$ cat config.mk
export PLATFORM = sky130hd
export DESIGN_NAME = multicycle_ctrl
export DESIGN_NICKNAME = d
export VERILOG_FILES = /design/src/rtl/multicycle_ctrl.sv
export SDC_FILE = /design/constraint.sdc
export NUM_CORES = 1
export LEC_CHECK = 0
export CORE_MARGIN = 1
export CORE_UTILIZATION = 48
export DETAILED_ROUTE_END_ITERATION = 8
export GPL_TIMING_DRIVEN = 0
export PLACE_DENSITY = 0.83
export SLEW_MARGIN = 30
export SYNTH_ARGS = -nofsm -noshare
export SYNTH_HDL_FRONTEND = slang
export SYNTH_SLANG_ARGS = --single-unit
$ cat constraint.sdc
create_clock -name clk -period 2.5 [get_ports clk]
set_input_delay 0.5 -clock clk [delete_from_list [all_inputs] [get_ports clk]]
set_output_delay 0.5 -clock clk [all_outputs]
set_load 0.05 [all_outputs]
$ cat src/rtl/multicycle_ctrl.sv
// -----------------------------------------------------------------------------
// multicycle_ctrl
//
// Control FSM for the shared-bus multicycle RV32I datapath. Every instruction
// runs through a fetch (PC -> MA, memory -> IR), a decode cycle, an execute
// phase over the single 32-bit bus, and a common PC-update tail that adds
// either the constant 4 or the B-type immediate to the PC.
//
// Supported: R-type ALU, I-type ALU, LW, SW, BEQ/BNE. Any other encoding
// parks the controller in HALT until reset.
//
// Ports
//   clk            in   rising-edge clock
//   rst            in   asynchronous active-high reset
//   instr[31:0]    in   current IR contents from the datapath
//   zero           in   ALU zero flag (combinational)
//   busy           in   memory busy; data valid / write complete when 0
//   ALUControl[3:0] out ALU operation
//   lda/ldb        out  load A / B register from the bus
//   ldma           out  load memory-address register from the bus
//   ldiR           out  load IR from the bus
//   reg_sel[1:0]   out  register-file address: 0=rs1 1=rs2 2=rd 3=PC
//   reg_en/reg_we  out  register-file enable / write enable
//   mem_en/mem_we  out  memory enable / write enable
//   alu_en         out  ALU result drives the bus
//   IMM_en         out  immediate drives the bus
//   ExtendSign_sel[1:0] out immediate select: 00=I 01=S 10=B 11=const 4
//   instr_done     out  one-cycle pulse on the last cycle of an instruction
//   halted         out  high while in HALT
// -----------------------------------------------------------------------------
module multicycle_ctrl (
  input  logic        clk,
  input  logic        rst,
  input  logic [31:0] instr,
  input  logic        zero,
  input  logic        busy,
  output logic [3:0]  ALUControl,
  output logic        lda,
  output logic        ldb,
  output logic        ldma,
  output logic        ldiR,
  output logic [1:0]  reg_sel,
  output logic        reg_en,
  output logic        reg_we,
  output logic        mem_en,
  output logic        mem_we,
  output logic        alu_en,
  output logic        IMM_en,
  output logic [1:0]  ExtendSign_sel,
  output logic        instr_done,
  output logic        halted
);

  // ALU operation codes
  localparam logic [3:0] ALU_ADD = 4'b0000;
  localparam logic [3:0] ALU_SUB = 4'b0001;
  localparam logic [3:0] ALU_AND = 4'b0010;
  localparam logic [3:0] ALU_OR  = 4'b0011;
  localparam logic [3:0] ALU_XOR = 4'b0100;
  localparam logic [3:0] ALU_SLT = 4'b0101;
  localparam logic [3:0] ALU_SLL = 4'b0110;
  localparam logic [3:0] ALU_SRL = 4'b0111;
  localparam logic [3:0] ALU_SRA = 4'b1000;

  // Register-file address selects
  localparam logic [1:0] SEL_RS1 = 2'd0;
  localparam logic [1:0] SEL_RS2 = 2'd1;
  localparam logic [1:0] SEL_RD  = 2'd2;
  localparam logic [1:0] SEL_PC  = 2'd3;

  // Immediate selects
  localparam logic [1:0] IMM_I    = 2'b00;
  localparam logic [1:0] IMM_S    = 2'b01;
  localparam logic [1:0] IMM_B    = 2'b10;
  localparam logic [1:0] IMM_FOUR = 2'b11;

  typedef enum logic [4:0] {
    S_RESET    = 5'd0,
    S_FETCH_MA = 5'd1,
    S_FETCH_IR = 5'd2,
    S_DECODE   = 5'd3,
    S_RS1_A    = 5'd4,
    S_RS2_B    = 5'd5,
    S_IMM_B    = 5'd6,
    S_ALU_WB   = 5'd7,
    S_ADDR_MA  = 5'd8,
    S_MEM_RD   = 5'd9,
    S_MEM_WR   = 5'd10,
    S_CMP      = 5'd11,
    S_PCB_A    = 5'd12,
    S_PCB_B    = 5'd13,
    S_PCB_WB   = 5'd14,
    S_PCI_A    = 5'd15,
    S_PCI_B    = 5'd16,
    S_PCI_WB   = 5'd17,
    S_HALT     = 5'd18
  } state_t;

  typedef enum logic [2:0] {
    CLS_R    = 3'd0,
    CLS_I    = 3'd1,
    CLS_LW   = 3'd2,
    CLS_SW   = 3'd3,
    CLS_BR   = 3'd4,
    CLS_HALT = 3'd5
  } cls_t;

  // Classify an instruction word; anything outside the subset halts.
  function automatic cls_t decode_class(input logic [31:0] ir);
    cls_t cls;
    cls = CLS_HALT;
    case (ir[6:0])
      7'b0110011: cls = CLS_R;
      7'b0010011: cls = CLS_I;
      7'b0000011: cls = (ir[14:12] == 3'b010) ? CLS_LW : CLS_HALT;
      7'b0100011: cls = (ir[14:12] == 3'b010) ? CLS_SW : CLS_HALT;
      7'b1100011: cls = (ir[14:13] == 2'b00) ? CLS_BR : CLS_HALT;
      default:    cls = CLS_HALT;
    endcase
    return cls;
  endfunction

  // ALU op held for the instruction. instr[30] only picks SUB for R-type
  // funct3=000 (so ADDI with imm[10] set stays ADD) and SRA/SRAI for 101.
  // Loads/stores hold ADD, branches hold SUB; funct3=011 (no unsigned
  // compare in this ALU) falls back to SLT.
  function automatic logic [3:0] decode_alu(input logic [31:0] ir, input cls_t cls);
    logic [3:0] op;
    op = ALU_ADD;
    case (cls)
      CLS_R, CLS_I: begin
        case (ir[14:12])
          3'b000:  op = ((cls == CLS_R) && ir[30]) ? ALU_SUB : ALU_ADD;
          3'b001:  op = ALU_SLL;
          3'b010:  op = ALU_SLT;
          3'b011:  op = ALU_SLT;
          3'b100:  op = ALU_XOR;
          3'b101:  op = ir[30] ? ALU_SRA : ALU_SRL;
          3'b110:  op = ALU_OR;
          3'b111:  op = ALU_AND;
          default: op = ALU_ADD;
        endcase
      end
      CLS_BR:  op = ALU_SUB;
      default: op = ALU_ADD;
    endcase
    return op;
  endfunction

  state_t     state_q, state_d;
  cls_t       cls_q, cls_d;
  logic [3:0] alu_op_q, alu_op_d;
  logic       bne_q, bne_d;
  logic       rd_zero_q, rd_zero_d;

  cls_t       dec_cls_s;
  logic       taken_s;
  logic       unused_instr_bits_s;

  assign dec_cls_s = decode_class(instr);
  // funct3[0] distinguishes BNE from BEQ; decided against zero in CMP.
  assign taken_s   = bne_q ? ~zero : zero;
  // Immediate/register fields are consumed by the datapath, not here.
  assign unused_instr_bits_s = ^{instr[31], instr[29:15]};

  // State register and decoded-instruction fields.
  always_ff @(posedge clk or posedge rst) begin
    if (rst) begin
      state_q   <= S_RESET;
      cls_q     <= CLS_HALT;
      alu_op_q  <= ALU_ADD;
      bne_q     <= 1'b0;
      rd_zero_q <= 1'b0;
    end else begin
      state_q   <= state_d;
      cls_q     <= cls_d;
      alu_op_q  <= alu_op_d;
      bne_q     <= bne_d;
      rd_zero_q <= rd_zero_d;
    end
  end

  // Capture instruction class, ALU op, branch sense and rd==x0 in DECODE.
  always_comb begin
    cls_d     = cls_q;
    alu_op_d  = alu_op_q;
    bne_d     = bne_q;
    rd_zero_d = rd_zero_q;
    if (state_q == S_DECODE) begin
      cls_d     = dec_cls_s;
      alu_op_d  = decode_alu(instr, dec_cls_s);
      bne_d     = instr[12];
      rd_zero_d = (instr[11:7] == 5'd0);
    end else begin
      cls_d     = cls_q;
      alu_op_d  = alu_op_q;
      bne_d     = bne_q;
      rd_zero_d = rd_zero_q;
    end
  end

  // Next-state sequencing.
  always_comb begin
    state_d = state_q;
    case (state_q)
      S_RESET:    state_d = S_FETCH_MA;
      S_FETCH_MA: state_d = S_FETCH_IR;
      S_FETCH_IR: state_d = busy ? S_FETCH_IR : S_DECODE;
      S_DECODE:   state_d = (dec_cls_s == CLS_HALT) ? S_HALT : S_RS1_A;
      S_RS1_A:    state_d = ((cls_q == CLS_R) || (cls_q == CLS_BR)) ? S_RS2_B : S_IMM_B;
      S_RS2_B:    state_d = (cls_q == CLS_BR) ? S_CMP : S_ALU_WB;
      S_IMM_B:    state_d = ((cls_q == CLS_LW) || (cls_q == CLS_SW)) ? S_ADDR_MA : S_ALU_WB;
      S_ALU_WB:   state_d = S_PCI_A;
      S_ADDR_MA:  state_d = (cls_q == CLS_LW) ? S_MEM_RD : S_MEM_WR;
      S_MEM_RD:   state_d = busy ? S_MEM_RD : S_PCI_A;
      S_MEM_WR:   state_d = busy ? S_MEM_WR : S_PCI_A;
      S_CMP:      state_d = taken_s ? S_PCB_A : S_PCI_A;
      S_PCB_A:    state_d = S_PCB_B;
      S_PCB_B:    state_d = S_PCB_WB;
      S_PCB_WB:   state_d = S_FETCH_MA;
      S_PCI_A:    state_d = S_PCI_B;
      S_PCI_B:    state_d = S_PCI_WB;
      S_PCI_WB:   state_d = S_FETCH_MA;
      S_HALT:     state_d = S_HALT;
      // An unreachable encoding restarts the fetch sequence from RESET.
      default:    state_d = S_RESET;
    endcase
  end

  // Moore control strobes; busy only qualifies ldiR and the LW register write.
  always_comb begin
    ALUControl     = alu_op_q;
    lda            = 1'b0;
    ldb            = 1'b0;
    ldma           = 1'b0;
    ldiR           = 1'b0;
    reg_sel        = SEL_RS1;
    reg_en         = 1'b0;
    reg_we         = 1'b0;
    mem_en         = 1'b0;
    mem_we         = 1'b0;
    alu_en         = 1'b0;
    IMM_en         = 1'b0;
    ExtendSign_sel = IMM_I;
    instr_done     = 1'b0;
    halted         = 1'b0;
    case (state_q)
      S_RESET: begin
        ALUControl = ALU_ADD;
      end
      S_FETCH_MA: begin
        reg_sel = SEL_PC;
        reg_en  = 1'b1;
        ldma    = 1'b1;
      end
      S_FETCH_IR: begin
        mem_en = 1'b1;
        ldiR   = ~busy;
      end
      S_DECODE: begin
        ALUControl = alu_op_q;
      end
      S_RS1_A: begin
        reg_sel = SEL_RS1;
        reg_en  = 1'b1;
        lda     = 1'b1;
      end
      S_RS2_B: begin
        reg_sel = SEL_RS2;
        reg_en  = 1'b1;
        ldb     = 1'b1;
      end
      S_IMM_B: begin
        IMM_en = 1'b1;
        ldb    = 1'b1;
        if (cls_q == CLS_SW) begin
          ExtendSign_sel = IMM_S;
        end else begin
          ExtendSign_sel = IMM_I;
        end
      end
      S_ALU_WB: begin
        alu_en  = 1'b1;
        reg_sel = SEL_RD;
        reg_en  = ~rd_zero_q;
        reg_we  = ~rd_zero_q;
      end
      S_ADDR_MA: begin
        ALUControl = ALU_ADD;
        alu_en     = 1'b1;
        ldma       = 1'b1;
      end
      S_MEM_RD: begin
        mem_en  = 1'b1;
        reg_sel = SEL_RD;
        reg_en  = ~busy & ~rd_zero_q;
        reg_we  = ~busy & ~rd_zero_q;
      end
      S_MEM_WR: begin
        // rs2 stays on the bus as write data for the whole access.
        mem_en  = 1'b1;
        mem_we  = 1'b1;
        reg_sel = SEL_RS2;
        reg_en  = 1'b1;
      end
      S_CMP: begin
        ALUControl = ALU_SUB;
      end
      S_PCB_A, S_PCI_A: begin
        reg_sel = SEL_PC;
        reg_en  = 1'b1;
        lda     = 1'b1;
      end
      S_PCB_B: begin
        IMM_en         = 1'b1;
        ExtendSign_sel = IMM_B;
        ldb            = 1'b1;
      end
      S_PCI_B: begin
        IMM_en         = 1'b1;
        ExtendSign_sel = IMM_FOUR;
        ldb            = 1'b1;
      end
      S_PCB_WB, S_PCI_WB: begin
        ALUControl = ALU_ADD;
        alu_en     = 1'b1;
        reg_sel    = SEL_PC;
        reg_en     = 1'b1;
        reg_we     = 1'b1;
        instr_done = 1'b1;
      end
      S_HALT: begin
        halted = 1'b1;
      end
      default: begin
        ALUControl = ALU_ADD;
      end
    endcase
  end

endmodule

# Word level (Yosys, flattened, before mapping)
# Cells that the tools add are included.
# totals
reg_bits	14
out_inout_bits	20
word_cells	104
# classes
eq_ne	36
mux	35
bitwise	4
reduce_logical	24
# op_table
operator	n
$pmux 5 s17	1
$eq 5x4->1 const B	8
$pmux 4 s7	1
$eq 3x3->1 const B	7
$eq 5x3->1 const B	4
$pmux 4 s2	2
$eq 5x5->1 const B	3
$mux 1	15
$pmux 3 s5	1
$eq 7x6->1 const B	2
$reduce_or 14->1	1
$eq 3x2->1 const B	4
$mux 3	4
$mux 4	3
$pmux 2 s3	2
$reduce_or 2->1	6
$reduce_or 3->1	4
$eq 5x2->1 const B	2
$logic_not 5->1	2
$logic_not 3->1	3
$reduce_or 4->1	2
$reduce_or 8->1	1
$eq 7x2->1 const B	1
$eq 7x5->1 const B	1
12 further kinds	19

# Logic depth before layout (Yosys ltp)
# Gate-level depths: netlist (run 1).
# depth
word_depth	8
mapped_depth	7
depth_no_buf	4

# Least setup slack after synthesis (run 1)
# No wires, ideal clock.
# synth_path
kind	reg-to-output
startpoint	register state_q[2]
endpoint	output reg_en
t_arrival_ns	2.794
required_ns	2.000
slack_ns	-0.794
path_stages_with_launch	6
n_path_buf	1
cell_sequence	dfrtp_1 nand2b_1 clkbuf_1 o32a_1 o311ai_1 o21bai_1
# synth_between
elab_chain_cells	3
# synth_rtl
element	line	rtl
from (decl)	150	state_t state_q, state_d;
from (signal assigned)	175	state_q <= state_d;
$eq 5x5->1 (tied with other cells)	247	case (state_q)
$reduce_or 8->1 (no line)	n/a	
$pmux 1 s3 (*)	247	
to (decl)	43	output logic reg_en,
# Every way passes the cells marked *; elsewhere a longest branch is shown, timed or not.

# Worst setup path in the final report (run 1)
# layout_path
startpoint	register state_q[0]
endpoint	output ALUControl[2]
# layout_between
elab_chain_cells	3
# layout_rtl
element	line	rtl
$eq 5x2->1 (tied with other cells)	247	
$reduce_or 14->1 (no line)	n/a	
$pmux 4 s2 (*)	247	
to (decl)	37	output logic [3:0] ALUControl,
# Marks and branches as above.

==> results of run 1 <==
through the flow:
step	cells	hold WS, ns	setup TNS (ns)	utilization [%]	area [µm²]
4_1_cts	270	0.490	0	66.7	1890
3_5_place_dp	266	0.469	-5.35	67.0	1900
3_3_place_gp	266	0.453	-5.18	67.0	1900
5_1_grt	269	0.494	0	67.8	1920
6_report	269	0.489	0	67.8	1920
2_1_floorplan	198	0.388	-1.40	-	1490
Yosys cell counts, types with 3 or more instances:
master,instances
a31oi_1,4
dfrtp_1,12
a21oi_1,14
inv_1,5
or3_1,4
buf_6,3
nor3b_1,3
o32a_1,5
nand2_1,22
and2_1,5
nor2b_1,4
o21ai_0,10
clkbuf_1,8
nand3_1,5
nand2b_1,9
nor2_1,12
buf_2,6
nor3_1,8
nor4_1,3
o21bai_1,4
layer usage:
metal | share of wire (%) | global-route usage [%] | vias to the layer above | wire [µm]
met1 | 42 | 35.8 | 765 | 1810
met3 | 7.9 | 4.76 | 6 | 342
met2 | 49 | 45.8 | 94 | 2090
met5 | 0 | 0 | - | 0
li1 | - | - | 818 | -
met4 | 1.4 | 9.41 | 0 | 60
where the power goes:
group	total [mW]	switching [mW]	internal, mW
Sequential	0.360	0.0558	0.304
Clock	0.128	0.0659	0.0617
Combinational	1.87	1.24	0.630
cell families after synthesis:
family	share of synthesized area, %
xor+xnor	1.18
flops	23.9
compound gates	32.6
buf+inv	8.71
simple gates	33.7
cells in the final DEF, fill, tap and decap left out, types with 6 or more instances in the layout:
master / n
nand2_1: 22
clkdlybuf4s50_1: 16
a21oi_1: 14
nor2_1: 12
buf_2: 12
dfrtp_1: 11
o21ai_0: 9
nor3_1: 8
clkbuf_4: 7
nand2b_1: 7
buf_4: 6
buf_6: 6
final cells by class:
type | instances | area (µm²) | area share (%)
Buffer | 19 | 121 | 6.32
Clock buffer | 4 | 26.3 | 1.37
Inverter | 5 | 18.8 | 0.978
Multi-Input combinational cell | 159 | 1030 | 53.9
Sequential cell | 14 | 354 | 18.4
Tap cell | 31 | 38.8 | 2.02
Timing Repair Buffer | 37 | 325 | 16.9
how the worst max path moves through the flow:
stage | startpoint | end | slack, ns
finish | state_q[0] | ALUControl[2] | 0.06
detailed placement | busy | reg_en | -0.62
global placement | busy | reg_en | -0.62
CTS | state_q[1] | reg_sel[0] | 0.005
global route | state_q[2] | reg_en | 0.0007
floorplan | state_q[4] | ldiR | -0.43
state kept, by name, summed over array words and instances (netlist names):
signal and count:
state_q 5, alu_op_q 4, cls_q 3, bne_q 1, rd_zero_q 1
what timing repair did:
item / CTS / global route
setup endpoints to repair: 20 / 20
gates cloned: 0 / 0
endpoints found under the hold margin: 0 / 0
resized for setup: 100 / 30
==> results.toml, run 1 <==
[timing]
rsz0062_at_grt = "false"
setup_slack_ns = 0.0604
worst_pin_slew_ns = 0.512
finalCritPeriodShare_pct = 97.6
maxSlewViolCount = 0
hold_viol = 0
finalSetupViolCount = 0
slew_headroom_pct = 65.4
finClkSkew_ns = 0.0127
period_needed_ns = 2.44
max_freq_mhz = 410

[worst_setup_path]
regToRegStartpoint = "state_q[3]"
crit_chain = "buf_2 -> or2_2 -> a221oi_4 -> and2_1 -> buf_4"
cp_slowest_stage_delay_ns = 0.45
path_max_fanout = 10
critPathSlowestCell = "dfrtp_2"
start_kind = "flip-flop"
path_class = "flip-flop to output pin"
end_kind = "output pin"
ff2ff_path_depth = 6
worstPathArrival_ns = 1.94
reg2reg_slack_ns = 0.75
worstReg2RegEnd = "rd_zero_q"
critPathTopFamily = "simple AND/OR/NAND/NOR gates"
cp_num_cells = 5
cp_num_buf_inv = 2
required_ns = 2.00

[worst_hold_path]
hp-start = "alu_op_q[3]"
holdPathEnd = "alu_op_q[3]"
hp-class = "flip-flop to flip-flop"
hold_depth = 1

[power]
leakage_nw = 0.805
power_mw = 2.36
pwr_density_cell_nw_per_um2 = 1230
peakVddDrop_uv = 650

[detailed_routing]
post_drt_wl_per_cell_um = 16.0
drc = 3
wirelength_um = 4300
drt-initial-drc-count = 120
viasPerCell = 6.26
ant_nets = 0
first_pass_iters = 6
vias = 1683

[synthesis]
netlist_area_um2 = 1480
async_reset_ff_share_pct = 100
yosys.area.top_type = "dfrtp_1"
yosys_warnings = 0
ys.flop_type = "dfrtp_1"
yosys-top-cells-area = "dfrtp_1, nand2_1, a21oi_1"
synth-edff-count = 0
synth-seq-cells = 14
synth_fp_nets = 234
avgSynthCellArea_um2 = 7.47
seq_area_frac_synth_pct = 23.9
yosysUniqueCellTypes = 59
syn-instance-count = 198
yosys.area.top_type_share_pct = 20.3

[cts]
postCtsHoldBufs = 0
cts_sinks = 14
cts_tree = "yes"
clk_latency_ns = 0.27
post_cts_buffers = 0
clockRootBuffer = "clkbuf_4"
htree_levels = 1
cts_made_buffers = 3
clockBufferDepth = 2
clk_pin_slew_ns = 0.09

[finish]
syn2layout_area_growth_pct = 29.8
nets = 275
fillerInstances = 258
drive_above_1_share_pct = 23.9
antennaDiodeCount = 0

[grt]
grt_max_degree = 15
grt_pass1_wl_um = 7060
grt_overflow = 0
grt_pass1_vias = 1502
grt_usage_pct = 27.5
antenna_found_initial = 0

[floorplanning]
die_w_um = 57.5
row_count = 19
initial_core_util_pct = 52.3
coreArea_um2 = 2830
boundaryPins = 56
die_area_um2 = 3310
die_y_um = 57.5

[run_status]
status = "finished, violations left"
failed_checks = "DRC"

[job]
drv_cap = 0

[place]
port_buffers = 37
routabilityCongestion = 0.977
place_ws_ns = -0.622
hpwl_um = 3370
Note: power is estimated with default switching activity, not from simulation.
==> run 2, diff against run 1 <==
--- a/config.mk
+++ b/config.mk
@@ -7,2 +7,3 @@
 export LEC_CHECK = 0
+export ABC_AREA = 0
 export CORE_MARGIN = 1
--- a/constraint.sdc
+++ b/constraint.sdc
@@ -3,2 +3,2 @@
 set_output_delay 0.5 -clock clk [all_outputs]
-set_load 0.05 [all_outputs]
+set_load 0.01 [all_outputs]
==> results.toml, run 2 (synthesis gave the netlist of run 1 again) <==
[run_status]
status = "finished, violations left"
failed_checks = "DRC"

[grt]
antenna_found_initial = 0
grt_pass1_wl_um = 7350
grt_usage_pct = 28.6
met3_usage_pct = 3.85
grt_pass1_vias = 1571
grt.busiest_layer = "met2"
gr-usage-met1_pct = 40.8
use_met2_pct = 45.2
grt_overflow = 0
grt_max_degree = 15

[worst_hold_path]
hp-class = "input port to flip-flop"
holdPathEnd = "bne_q"
hold_depth = 3
hp-start = "instr[12]"

[worst_setup_path]
start_kind = "flip-flop"
cp_num_buf_inv = 3
critPathSlowestCell = "clkdlybuf4s50_1"
reg2reg_slack_ns = 0.77
critPathTopFamily = "buffers and inverters"
ff2ff_path_depth = 6
path_max_fanout = 10
required_ns = 2.00
path_class = "flip-flop to output pin"
worstPathArrival_ns = 1.92
worstReg2RegEnd = "alu_op_q[3]"
regToRegStartpoint = "state_q[3]"
crit_chain = "clkbuf_8 -> buf_4 -> o21ai_2 -> and2_1 -> clkdlybuf4s50_1"
cp_slowest_stage_delay_ns = 0.52
end_kind = "output pin"

[cts]
clockRootBuffer = "clkbuf_4"
cts_sinks = 14
clockBufferDepth = 2
cts_tree = "yes"
clk_latency_ns = 0.28
cts_made_buffers = 3
clk_pin_slew_ns = 0.08
htree_levels = 1

[floorplanning]
coreArea_um2 = 2830
row_count = 19
die_y_um = 57.5
boundaryPins = 56
initial_core_util_pct = 52.3
die_area_um2 = 3310
die_w_um = 57.5

[finish]
top_regs = "state_q x5, alu_op_q x4, cls_q x3"
largest_register_ff_count = 5
fillerInstances = 240
drive_above_1_share_pct = 18.5
instances_no_fill = 269
largest-register = "state_q"
final_area_um2 = 1980
syn2layout_area_growth_pct = 33.8
layout_commonest_cell = "nand2_1"
antennaDiodeCount = 0
layout_common_cells = "nand2_1, clkdlybuf4s50_1, a21oi_1, dlygate4sd2_1, dfrtp_1"
nets = 275

[timing]
setup_slack_ns = 0.0766
hold_viol = 0
rsz0062_at_grt = "true"
period_needed_ns = 2.42
finClkSkew_ns = 0.00876
max_freq_mhz = 413
fin_hold_ws_ns = 0.451
setup_tns_ns = 0
finalSetupViolCount = 0
maxSlewViolCount = 0
worst_pin_slew_ns = 0.560
slew_headroom_pct = 62.2
finalCritPeriodShare_pct = 96.9

[place]
hpwl_um = 3160
dpl.cell_count = 266
port_buffers = 37
place_ws_ns = -0.401
place_area_um2 = 1890
routabilityCongestion = 0.954

[detailed_routing]
first_pass_iters = 6
drc = 2
vias = 1734
ant_nets = 0
drt-initial-drc-count = 127
viasPerCell = 6.45
wirelength_um = 4210
post_drt_wl_per_cell_um = 15.7

[power]
leakage_nw = 0.887
peakVddDrop_uv = 517
pwr_density_cell_nw_per_um2 = 1040

[job]
drv_cap = 0
==> run 2: changes by cell type in the layout (fill, tap and decap cells not counted), sizes merged <==
cell           before  now
buf                24   12
dlymetal6s2s        0    3
dlygate4sd2         2   13
clkdlybuf4s50      16   17
clkdlybuf4s15       3    1
clkbuf             15   14
==> run 2: what timing repair did <==
action / 4_1_cts / 5_1_grt
resized for setup: 38 / 17
setup endpoints to repair: 19 / 11
hold buffers: 0 / 0
setup buffers: 1 / 0
pin swaps: 1 / 2
==> run 2: where the power goes <==
part / internal (mW) / total, mW / switching, mW
Combinational: 0.676 / 1.56 / 0.887
Clock: 0.0618 / 0.127 / 0.0652
Sequential: 0.303 / 0.372 / 0.0696
Total: 1.04 / 2.06 / 1.02
==> run 2: worst max path at each step <==
stage          endpoint  cells past startpoint        from
6_report            lda                      5  state_q[1]
2_1_floorplan    reg_en                      5  state_q[2]
3_5_place_dp     reg_en                      5        busy
3_3_place_gp     reg_en                      5        busy
4_1_cts          mem_en                      5  state_q[1]
5_1_grt             lda                      5  state_q[1]
==> run 2: worst min-delay path, cell delays in order <==
cell and delay, ns:
buf_6 0.10, nand2_1 0.05, nand2_1 0.05
==> run 2: layout make-up <==
class | instances | area, µm² | area share (%)
well taps | 31 | 38.8 | 1.96
repair buffers | 38 | 354 | 17.9
multi-input cells | 159 | 1050 | 53.3
plain buffers | 18 | 133 | 6.70
clock buffers | 4 | 26.3 | 1.33
flip-flops and latches | 14 | 353 | 17.8
inverters | 5 | 18.8 | 0.949
==> run 2: metal layers <==
| layer | wire length (µm) | up-vias |
|---|---|---|
| met5 | 0 | - |
| met4 | 72 | 0 |
| met3 | 386 | 8 |
| met2 | 1900 | 95 |
| met1 | 1850 | 804 |
| li1 | - | 827 |
==> run 2: per-stage QoR <==
stage               util (%)  power [mW]
floorplan                  -        1.32
global placement        66.7        1.82
detailed placement      66.7        1.81
CTS                     69.4        2.00
global route            69.9        2.23
finish                  69.9        2.06
==> patch, RTL diff (settings of run 2) <==
Encoding of `cls_t`: now Gray code (3 bits for 6 values).
--- a/src/rtl/multicycle_ctrl.sv
+++ b/src/rtl/multicycle_ctrl.sv
@@ -97,12 +97,12 @@
   } state_t;
 
   typedef enum logic [2:0] {
-    CLS_R    = 3'd0,
-    CLS_I    = 3'd1,
-    CLS_LW   = 3'd2,
-    CLS_SW   = 3'd3,
-    CLS_BR   = 3'd4,
-    CLS_HALT = 3'd5
+    CLS_R    = 3'b000,
+    CLS_I    = 3'b001,
+    CLS_LW   = 3'b011,
+    CLS_SW   = 3'b010,
+    CLS_BR   = 3'b110,
+    CLS_HALT = 3'b111
   } cls_t;
 
   // Classify an instruction word; anything outside the subset halts.
Function: no difference found for any inputs over 10 cycles, from zero or initial values and one cycle with rst high; not proved beyond that.
==> patch against run 2 <==
  * Area after synthesis shrank 4.0%
  * Design area is essentially flat
  * Total power down 25%
  * Clock skew up 0.0025 ns
  * Sequential cell count is the same
  * Via count decreased by 3.9%
  * Wire length is 0.47% lower
  * Non-clock buffer count is 3 higher
  * Global-route usage fell by 1.7 points
  * Worst setup slack got worse by 0.0072 ns
  * Die area down 3.8%
==> patch: results <==
[timing]
worstMarginPinSlew_ns = 0.530
finalClockSkew_ns = 0.0113
whs_ns = 0.483
fin_crit_sh_pct = 97.2

[placement]
place_inst = 256
place_area_sq_um = 1840
io_buffers = 38
place_congestion = 0.864
post-place-ws_ns = -0.264
dp_hpwl_microns = 3120

[layout]
inv_count = 7
drive_above_1_share_pct = 21.7
clk_share_pct = 1.83
multi_input_area_share_pct = 51.7
ff_latch_area_sq_um = 357
largestClassByArea = multi-input gates
num-multi-input-gates = 151
signal_buffers = 59
final_util_pct = 71.2
nClkBuffers = 4
fin_nets = 272
n_fill_cell = 239
buf_share_pct = 25.2
multi_input_area_sq_um = 1020

[clock_network]
cts_resized = 32
post-cts-setup-buffers = 3
htreeDepth = 1
worst_skew_pair.late_latency_ns = 0.29
clk_pin_slew_ns = 0.09

[critical_path]
endpoint = reg_we
cpMaxStageDelayCell = dfrtp_1
r2r_slack_ns = 0.66
max_stage_delay_ns = 0.37
rr_worst_depth = 5
r2r-start = state_q[2]

[pwr]
power.internal_uw = 852
p_leak_nw = 0.925
ir_drop_mv = 0.669

[global_route]
groute.usage.overall_pct = 26.9
grt_pass1_wl_microns = 6900
first_global_vias = 1549
antenna_found_initial = 0

[route]
first_iter_violations = 102
num_vias = 1667
via_per_inst = 6.27
wl_per_cell_microns = 15.8
drt_pass1_iterations = 4

[min_path]
hold-path-cell-count = 2
hp-class = reg -> reg
min_to = alu_op_q[3]
hold_path_startpoint = alu_op_q[3]

[synth]
netlist_top_cells_area = dfrtp_1 (19%), dfstp_2 (5.6%), nor2_1 (5.0%)
synth-main-ff-cell = dfrtp_1
syn_inst = 187
synthArstFlopShare_pct = 100
synthTopCellsByCount = nor2_1 (19), o21ai_0 (13), a21oi_1 (12), nand2_1 (12), dfrtp_1 (11)
ys_types = 56
ys_seq_area_share_pct = 24.9
syn_nets = 223

[outcome]
status = complete, no violations
-- patch: cell types whose count changed after synthesis, moves of 4 or more --
cell / change
buf_2: +4
nand2_1: -10
clkbuf_1: -5
nor2_1: +7
or2_2: +4
nand2b_1: -4
a21o_1: +6
-- patch: logic make-up after synthesis --
kind of cell | share of synthesized area [%]
multiplexers | 3.08
AO/OA/AOI/OAI | 31.4
buffers and inverters | 6.96
flip-flops | 24.9
AND/OR/NAND/NOR | 31.2
XOR/XNOR | 2.47
-- patch: power by group through the flow --
stage                     Clock, mW  Sequential (mW)  Combinational [mW]
after global placement            0            0.356               0.925
final                         0.165            0.365                1.02
after global routing          0.173            0.370                1.11
after detailed placement          0            0.363               0.942
after CTS                     0.165            0.361               0.967
after floorplan                   0            0.340               0.617
-- patch: routing by layer --
metal	share of wire (%)	global-route usage, %	wire (microns)	vias to the layer above
met5	0	0	0	-
met4	3.5	13.6	148	0
met3	6.4	3.00	267	18
met2	50	47.8	2110	77
met1	40	31.9	1670	780
li1	-	-	-	792
